**src/rtl/alarm_sequencer.sv**
```systemverilog
// -----------------------------------------------------------------------------
// alarm_sequencer
//
// Sequences the two alarm channels of the alarm clock and shares one ringer
// between them. Each alarm runs its own IDLE / RINGING / SNOOZED machine. A
// registered arbiter hands the ringer to the lowest-index RINGING alarm
// whenever no alarm currently owns it. Ownership is never preempted.
//
// Parameters:
//   SNOOZE_SEC        snooze interval in seconds (1..1023)
//   RING_TIMEOUT_SEC  owned ring length before an automatic snooze (1..1023)
//   MAX_SNOOZE        snoozes allowed per trigger (0..3)
//
// Ports:
//   clk_pi           system clock
//   rst_n_pi         asynchronous active-low reset
//   sec_tick_pi      one-cycle pulse once per second
//   alarm_en_pi      per-alarm enable level (bit i = alarm i)
//   alarm_match_pi   per-alarm time-match level
//   snooze_pi        one-cycle debounced snooze pulse
//   dismiss_pi       one-cycle debounced dismiss pulse
//   ring_po          ringer drive, high while an owner exists
//   active_alarm_po  one-hot ringer owner, 00 when none
//   snoozed_po       bit i high while alarm i is SNOOZED
//   pending_po       bit i high while alarm i is RINGING but not owner
// -----------------------------------------------------------------------------
module alarm_sequencer #(
  parameter int SNOOZE_SEC       = 300,
  parameter int RING_TIMEOUT_SEC = 60,
  parameter int MAX_SNOOZE       = 3
) (
  input  logic       clk_pi,
  input  logic       rst_n_pi,
  input  logic       sec_tick_pi,
  input  logic [1:0] alarm_en_pi,
  input  logic [1:0] alarm_match_pi,
  input  logic       snooze_pi,
  input  logic       dismiss_pi,
  output logic       ring_po,
  output logic [1:0] active_alarm_po,
  output logic [1:0] snoozed_po,
  output logic [1:0] pending_po
);

  typedef enum logic [1:0] {
    ST_IDLE    = 2'd0,
    ST_RINGING = 2'd1,
    ST_SNOOZED = 2'd2
  } alarm_state_e;

  localparam logic [9:0] SNOOZE_C  = SNOOZE_SEC[9:0];
  localparam logic [9:0] TIMEOUT_C = RING_TIMEOUT_SEC[9:0];
  localparam logic [1:0] MAX_C     = MAX_SNOOZE[1:0];

  logic [1:0] prev_q, prev_d;
  logic [1:0] trigger;
  logic [1:0] owner_q, owner_d;
  logic [1:0] ringing;
  logic [1:0] snoozed;

  // A trigger fires once on the rising edge of (enable & match), so holding
  // the match for a whole minute only rings once, while enabling inside a
  // match minute triggers straight away.
  assign prev_d  = alarm_en_pi & alarm_match_pi;
  assign trigger = prev_d & ~prev_q;

  always_ff @(posedge clk_pi or negedge rst_n_pi) begin
    if (!rst_n_pi) begin
      prev_q  <= 2'b00;
      owner_q <= 2'b00;
    end else begin
      prev_q  <= prev_d;
      owner_q <= owner_d;
    end
  end

  for (genvar gi = 0; gi < 2; gi++) begin : g_alarm
    alarm_state_e state_q, state_d;
    logic [1:0]   cnt_q, cnt_d;
    // Shared counter: elapsed ring seconds while RINGING, remaining snooze
    // seconds while SNOOZED.
    logic [9:0]   ctr_q, ctr_d;
    logic         take_snooze;

    always_comb begin
      state_d     = state_q;
      cnt_d       = cnt_q;
      ctr_d       = ctr_q;
      take_snooze = 1'b0;

      if (!alarm_en_pi[gi]) begin
        // Disable overrides every other event.
        state_d = ST_IDLE;
        cnt_d   = 2'd0;
        ctr_d   = 10'd0;
      end else begin
        case (state_q)
          ST_IDLE: begin
            if (trigger[gi]) begin
              state_d = ST_RINGING;
              cnt_d   = 2'd0;
              ctr_d   = 10'd0;
            end
          end
          ST_RINGING: begin
            // A queued (non-owner) alarm ignores pulses and freezes its timer.
            if (owner_q[gi]) begin
              if (dismiss_pi) begin
                state_d = ST_IDLE;
                ctr_d   = 10'd0;
              end else if (snooze_pi) begin
                take_snooze = 1'b1;
              end else if (sec_tick_pi) begin
                if (ctr_q + 10'd1 == TIMEOUT_C) begin
                  take_snooze = 1'b1;
                end else begin
                  ctr_d = ctr_q + 10'd1;
                end
              end
            end
          end
          ST_SNOOZED: begin
            if (sec_tick_pi && (ctr_q != 10'd0)) begin
              if (ctr_q == 10'd1) begin
                state_d = ST_RINGING;
                ctr_d   = 10'd0;
              end else begin
                ctr_d = ctr_q - 10'd1;
              end
            end
          end
          default: state_d = ST_IDLE;
        endcase

        // Manual and automatic snooze share one rule: once the allowance is
        // used up, snoozing ends the alarm instead.
        if (take_snooze) begin
          if (cnt_q < MAX_C) begin
            state_d = ST_SNOOZED;
            ctr_d   = SNOOZE_C;
            cnt_d   = cnt_q + 2'd1;
          end else begin
            state_d = ST_IDLE;
            ctr_d   = 10'd0;
          end
        end
      end
    end

    always_ff @(posedge clk_pi or negedge rst_n_pi) begin
      if (!rst_n_pi) begin
        state_q <= ST_IDLE;
        cnt_q   <= 2'd0;
        ctr_q   <= 10'd0;
      end else begin
        state_q <= state_d;
        cnt_q   <= cnt_d;
        ctr_q   <= ctr_d;
      end
    end

    assign ringing[gi] = (state_q == ST_RINGING);
    assign snoozed[gi] = (state_q == ST_SNOOZED);
  end

  // An owner that left RINGING is first released (ringer silent for one
  // cycle), and only the following edge grants the next RINGING alarm.
  always_comb begin
    owner_d = 2'b00;
    if (owner_q != 2'b00) begin
      if ((owner_q & ringing) != 2'b00) begin
        owner_d = owner_q;
      end
    end else if (ringing[0]) begin
      owner_d = 2'b01;
    end else if (ringing[1]) begin
      owner_d = 2'b10;
    end
  end

  assign ring_po         = |owner_q;
  assign active_alarm_po = owner_q;
  assign snoozed_po      = snoozed;
  assign pending_po      = ringing & ~owner_q;

endmodule

```
**config.mk**
```make
export PLATFORM = sky130hd
export DESIGN_NAME = alarm_sequencer
export DESIGN_NICKNAME = d
export VERILOG_FILES = /design/src/rtl/alarm_sequencer.sv
export SDC_FILE = /design/constraint.sdc
export NUM_CORES = 1
export LEC_CHECK = 0
export ABC_AREA = 0
export ABC_CLOCK_PERIOD_IN_PS = 2400
export CAP_MARGIN = 20
export CORE_UTILIZATION = 55
export CTS_CLUSTER_DIAMETER = 150
export DETAILED_ROUTE_END_ITERATION = 8
export PLACE_DENSITY = 0.77
export REMOVE_ABC_BUFFERS = 1
export SLEW_MARGIN = 20
export SYNTH_ARGS = -nofsm -noshare
export SYNTH_HDL_FRONTEND = slang
export SYNTH_SLANG_ARGS = --single-unit
```
**constraint.sdc**
```tcl
create_clock -name clk_pi -period 2.4 [get_ports clk_pi]
set_input_delay 0.48 -clock clk_pi [delete_from_list [all_inputs] [get_ports clk_pi]]
set_output_delay 0.48 -clock clk_pi [all_outputs]
set_load 0.02 [all_outputs]
```
# [Word-level counts from Yosys, hierarchy flattened]
# Cells that the tools add are included.
[word_totals] reg_bits=32 inputBits=9 word_cells=131
[classes] addsub=6 magnitude_cmp=2 eq_ne=27 muxes=69 bitwise_logic=6 reduce_logical=13
[ops] op="10-bit 2-to-1 mux" n=20
[ops] op="10-bit one-hot mux with 3 select lines" n=2
[ops] op="2-bit 2-to-1 mux" n=29
[ops] op="5-bit by 4-bit inequality test with 1-bit output, second input constant" n=6
[ops] op="10-bit by 1-bit adder with 10-bit output, second input constant" n=2
[ops] op="10-bit by 1-bit == test with 1-bit output, second input constant" n=2
[ops] op="10-bit by 6-bit == test with 1-bit output, second input constant" n=2
[ops] op="10-bit nonzero test" n=2
[ops] op="10-bit by 1-bit subtractor with 10-bit output, second input constant" n=2
[ops] op="9-bit 2-to-1 mux" n=2
[ops] op="4-bit by 2-bit inequality test with 1-bit output, second input constant" n=4
[ops] op="4-bit by 3-bit inequality test with 1-bit output, second input constant" n=4
[ops] op="1-bit 2-to-1 mux" n=14
[ops] op="7-bit AND reduction" n=2
[ops] op="2-bit one-hot mux with 3 select lines" n=2
[ops] op="5-bit by 1-bit inequality test with 1-bit output, second input constant" n=2
[ops] op="5-bit AND reduction" n=2
[ops] op="2-bit AND" n=4
[ops] op="4-bit inequality test, second input constant" n=2
[ops] op="2-bit by 1-bit adder with 2-bit output, second input constant" n=2
[ops] op="2-bit by 1-bit == test with 1-bit output, second input constant" n=2
[ops] op="2-bit == test, second input constant" n=2
[ops] op="2-bit zero test" n=2
[ops] op="2-bit < comparator, second input constant" n=2
[ops] op="other kinds (5)" n=8

# [Longest topological paths before layout]
[logic_depth] ltp_word=11 depth_mapped=10

# [Worst setup path after synthesis]
# OpenSTA, ideal clock, no wires.
[synth_path] kind="reg-to-reg" start="register g_alarm[1].state_q[1]" end="register g_alarm[1].ctr_q[8]" arrival_ns=2.214 required_time_ns=2.274 path_slack_ns=0.059 path_stages_with_launch=11 n_path_buf=2 cell_sequence="dfrtp_1 inv_1 ha_1 clkbuf_1 nor2b_1 a21oi_1 a21oi_1 a21o_2 buf_4 a211oi_1 a221o_1"
[synth_via] elab_chain_cells=5 elab_cells_between_ends=16 classes_between="9 x eq/ne; 5 x mux; 2 x reduce/logical"
[synth_rtl] element="start: declaration" line="78" rtl="alarm_state_e state_q, state_d;"
[synth_rtl] element="start signal: assignment" line="156" rtl="state_q <= state_d;"
[synth_rtl] element="2-bit by 1-bit == test with 1-bit output" line="97" rtl="case (state_q)"
[synth_rtl] element="1-bit 2-to-1 mux" line="97"
[synth_rtl] element="1-bit 2-to-1 mux" line="91" rtl="if (!alarm_en_pi[gi]) begin"
[synth_rtl] element="5-bit by 1-bit inequality test with 1-bit output (no line) (tied with other cells)"
[synth_rtl] element="7-bit AND reduction (no line) / 10-bit 2-to-1 mux (equally long branches)"
[synth_rtl] element="end signal: assignment" line="158" rtl="ctr_q <= ctr_d;"
[synth_rtl] element="end: declaration" line="82" rtl="logic [9:0] ctr_q, ctr_d;"
# Parallel ways exist; a longest one is shown, timed or not. The select of a mux whose other input is x is not followed.
# A chain may end at the register's enable or synchronous reset.

# [Worst setup path in the final report]
[layout_path] start="input sec_tick_pi" end="register g_alarm[1].ctr_q[9]"
[layout_via] elab_chain_cells=8 elab_cells_between_ends=17 classes_between="7 x eq/ne; 8 x mux; 2 x reduce/logical"
[layout_rtl] element="start: declaration" line="34" rtl="input logic sec_tick_pi,"
[layout_rtl] element="1-bit 2-to-1 mux" line="113" rtl="end else if (sec_tick_pi) begin"
[layout_rtl] element="1-bit 2-to-1 mux" line="111" rtl="end else if (snooze_pi) begin"
[layout_rtl] element="1-bit 2-to-1 mux" line="108" rtl="if (dismiss_pi) begin"
[layout_rtl] element="1-bit 2-to-1 mux" line="107" rtl="if (owner_q[gi]) begin"
[layout_rtl] element="1-bit 2-to-1 mux" line="97"
[layout_rtl] element="1-bit 2-to-1 mux" line="91"
[layout_rtl] element="5-bit by 1-bit inequality test with 1-bit output (no line) (tied with other cells)"
[layout_rtl] element="7-bit AND reduction (no line) / 10-bit 2-to-1 mux (equally long branches)"
# Parallel ways exist; a longest one is shown, timed or not. The select of a mux whose other input is x is not followed.

==> key figures <==
Power and ir drop
  • Leakage: approximately 0.0016 uW
  • PD cells: ~630 nW/um2
  • Worst VDD drop: roughly 0.38 mV
  • Switch Pwr: 920 uW
  • Power Total: 2230 uW
  • Internal: roughly 1300 uW
  • Comb power frac: 0.533
  • Sw frac: 0.413
  • Clock power frac: 0.174
  • Sequential share of power: 0.293

Cells and area
  • Fin util: 0.720
  • Final Non-Filler Cells: 459
  • Fin nets: 421
  • P&R area growth vs syn: 22.7%
  • Share of cells above drive strength 1: 0.237
  • Ant. Diodes: 0

Timing
  • Max-slew violations: 0
  • Worst-margin pin slew: 432 ps
  • Final cycle utilization of the critical path: 0.978
  • Fmax: 426 MHz
  • Slew Limit Headroom: 0.710
  • # setup viols final: 0
  • Min Hold Slack: 510 ps
  • Final min period: ~2300 ps
  • Setup TNS: 0 ps
  • Hold Violations, Final: 0
  • Worst Clk Skew: between 4 and 5 ps

Detailed routing
  • Drt initial violations: 181
  • Vias per std cell: roughly 6.3
  • Post-DR wirelength/cell: 16.9 um
  • Vias: about 2.9k
  • Residual DRC: 0
  • Post-Route WL: between 7 and 8 mm
  • Pre-Repair DR Iteration Count: 5
  • Final ANT Viol Nets: 0

Yosys
  • Post-synth EDFFs: 0
  • Seq/Total Area, Yosys: 0.280
  • Avg Synthesized Cell Area: roughly 8.5 um2
  • Most used DFF post-synth: dfrtp_1
  • Count of cell types in the netlist: slightly above 70
  • Asr flop ratio synth: 1.00
  • #FFs+latches synth: 32
  • Yosys Warn Count: 0
  • Synthesized area: between 2000 and 3000 um2
  • Syn Inst Count: between 300 and 400

Clocking
  • TritonCTS clock tree: built
  • CTS H-Tree Depth: 2
  • Max Buffers Root-to-Sink: 2
  • CTS root buf: clkbuf_8
  • Num CTS Buffers: 5
  • Clock-pin slew on the worst setup and hold paths: around 70 ps
  • Clk Latency, worst-skew pair: ~280 ps
  • TritonCTS Sinks: 32

Critical path
  • Crit. End Element: flip-flop
  • R2R depth: 9
  • Critical path peak fanout: 6
  • Reg2Reg Setup Slack: approximately 90 ps
  • Crit path required time: between 2000 and 3000 ps
  • Worst reg2reg startpoint: g_alarm[1].ctr_q[2]
  • Crit path DAT: approximately 2500 ps
  • FF-to-FF End: g_alarm[1].ctr_q[9]
  • Crit Path Class: primary input to flip-flop
  • CP Launch Type: primary input

Global routing
  • Largest net degree at the start of global routing: 33
  • Vias in the first global route: 2713
  • Gr ovfl total: 0
  • First-pass GRT wire length: about 13 mm
  • Antenna violations before repair: 0
  • GRT Util Overall: 0.301

Floorplan
  • Row Count: 25
  • Initial Util: 0.587
  • Core Area: slightly below 5000 um2
  • Die span in y: 74.1 um
  • Die width: roughly 74 um
  • Full die area: 5500 um2
  • Top-level I/O count: 16

Place
  • Hpwl dp: approximately 5.7 mm
  • I/O Buffers: 15
  • Inst Count DP: between 400 and 500
  • Gp weighted congestion: 0.911

Hold path
  • Hold Path Origin: g_alarm[1].state_q[1]
  • WHS Path Cells: 1
  • HP Class: flip-flop to flip-flop
  • Worst Hold Endpoint: g_alarm[1].state_q[1]

Run
  • Max Cap Viol: 0

Status
  • Outcome: finished clean
cell type report:
type,count,area (um2)
multi-input cells,268,1920
repair buffers,73,583
fillers,391,1370
flip-flops and latches,32,806
inverters,14,52.6
clock buffers,5,68.8
well taps,67,83.8
power by group through the flow:
stage	Combinational [uW]	Clock, uW	Sequential [uW]
finish	1190	388	653
global route	1300	414	663
CTS	1170	393	653
detailed placement	1160	0	662
global placement	1130	0	660
floorplan	661	0	678
kinds of logic (layout without fill, tap and decap cells):
| logic type | after synthesis | in the layout | share of synthesized area |
|---|---|---|---|
| flip-flops | 32 | 32 | 0.280 |
| adder cells (fa/ha/maj) | 18 | 18 | 0.0787 |
| AO/OA/AOI/OAI | 114 | 114 | 0.291 |
| AND/OR/NAND/NOR | 121 | 121 | 0.236 |
| multiplexers | 8 | 8 | 0.0297 |
| buffers and inverters | 37 | 92 | 0.0629 |
| XOR/XNOR | 7 | 7 | 0.0214 |
cells in the final DEF, fill, tap and decap left out, types with 10 or more instances in the layout:
cell type	instances
buf_4	58
dfrtp_1	28
o21ai_0	10
nor2_1	24
a21oi_1	25
and3_1	10
clkdlybuf4s50_1	13
nand2_1	27
inv_1	12
ha_1	15
sequential cells by signal, summed over array words and instances, names as in the netlist:
signal	cells
g_alarm.cnt_q	4
active_alarm_po	2
g_alarm.ctr_q	20
prev_q	2
g_alarm.state_q	4
worst max-delay path: stages:
cell and delay [ps]:
clkdlybuf4s50_1 570, nand4_1 170, o41ai_2 450, and3_4 290, buf_4 120, nor3b_2 30
buf_4 150, a32o_1 250
metrics by stage:
step / setup WS [ps] / area, um2
finish: 53.9 / 3510
detailed placement: -230 / 3380
CTS: 21.7 / 3480
floorplan: 56.9 / 2740
global placement: -157 / 3380
global route: -16.8 / 3510
worst max-delay path by stage:
stage	startpoint	end	slack, ps	depth (start not counted)
after floorplan	g_alarm[1].ctr_q[0]	g_alarm[1].ctr_q[8]	60	8
after global placement	sec_tick_pi	g_alarm[0].ctr_q[6]	-160	7
after detailed placement	sec_tick_pi	g_alarm[0].ctr_q[6]	-230	7
after CTS	g_alarm[0].state_q[0]	snoozed_po[0]	20	3
after global routing	g_alarm[0].ctr_q[0]	g_alarm[0].state_q[1]	-20	9
final	sec_tick_pi	g_alarm[1].ctr_q[9]	50	8
metal layers:
metal  routed length (um)  vias to the layer above  track usage
li1                     -                     1383            -
met1                 3290                     1360        0.367
met2                 3910                      103        0.528
met3                  356                       23       0.0447
met4                  191                        0        0.130
met5                    0                        -            0
synthesized netlist by cell type (4+ instances only):
library cell / count / share of area
a21oi_1: 25 / 0.044
a221o_1: 6 / 0.021
a221oi_1: 4 / 0.012
a22o_1: 9 / 0.028
a22oi_1: 4 / 0.010
a31oi_1: 4 / 0.0087
a32o_1: 4 / 0.014
and2_1: 6 / 0.013
and3_1: 11 / 0.024
buf_2: 8 / 0.014
buf_4: 4 / 0.010
clkbuf_1: 6 / 0.0079
dfrtp_1: 32 / 0.28
ha_1: 18 / 0.079
inv_1: 12 / 0.016
mux2i_1: 4 / 0.014
nand2_1: 27 / 0.035
nand2b_1: 5 / 0.011
nand3_1: 7 / 0.012
nand4_1: 4 / 0.0087
nor2_1: 24 / 0.031
nor2b_1: 7 / 0.015
nor3_1: 6 / 0.010
nor3b_1: 4 / 0.010
nor4_1: 4 / 0.0087
o21ai_0: 12 / 0.021
o22ai_1: 9 / 0.020
xnor2_1: 4 / 0.012
repair_timing:
item                       4_1_cts  5_1_grt
setup endpoints to repair       13       21
buffers inserted                 2        1
hold buffers                     0        0
pin swaps                        2        4
gates resized for setup          6       11
cloned                           0        0
No activity file was read; power rests on OpenSTA's default activity.
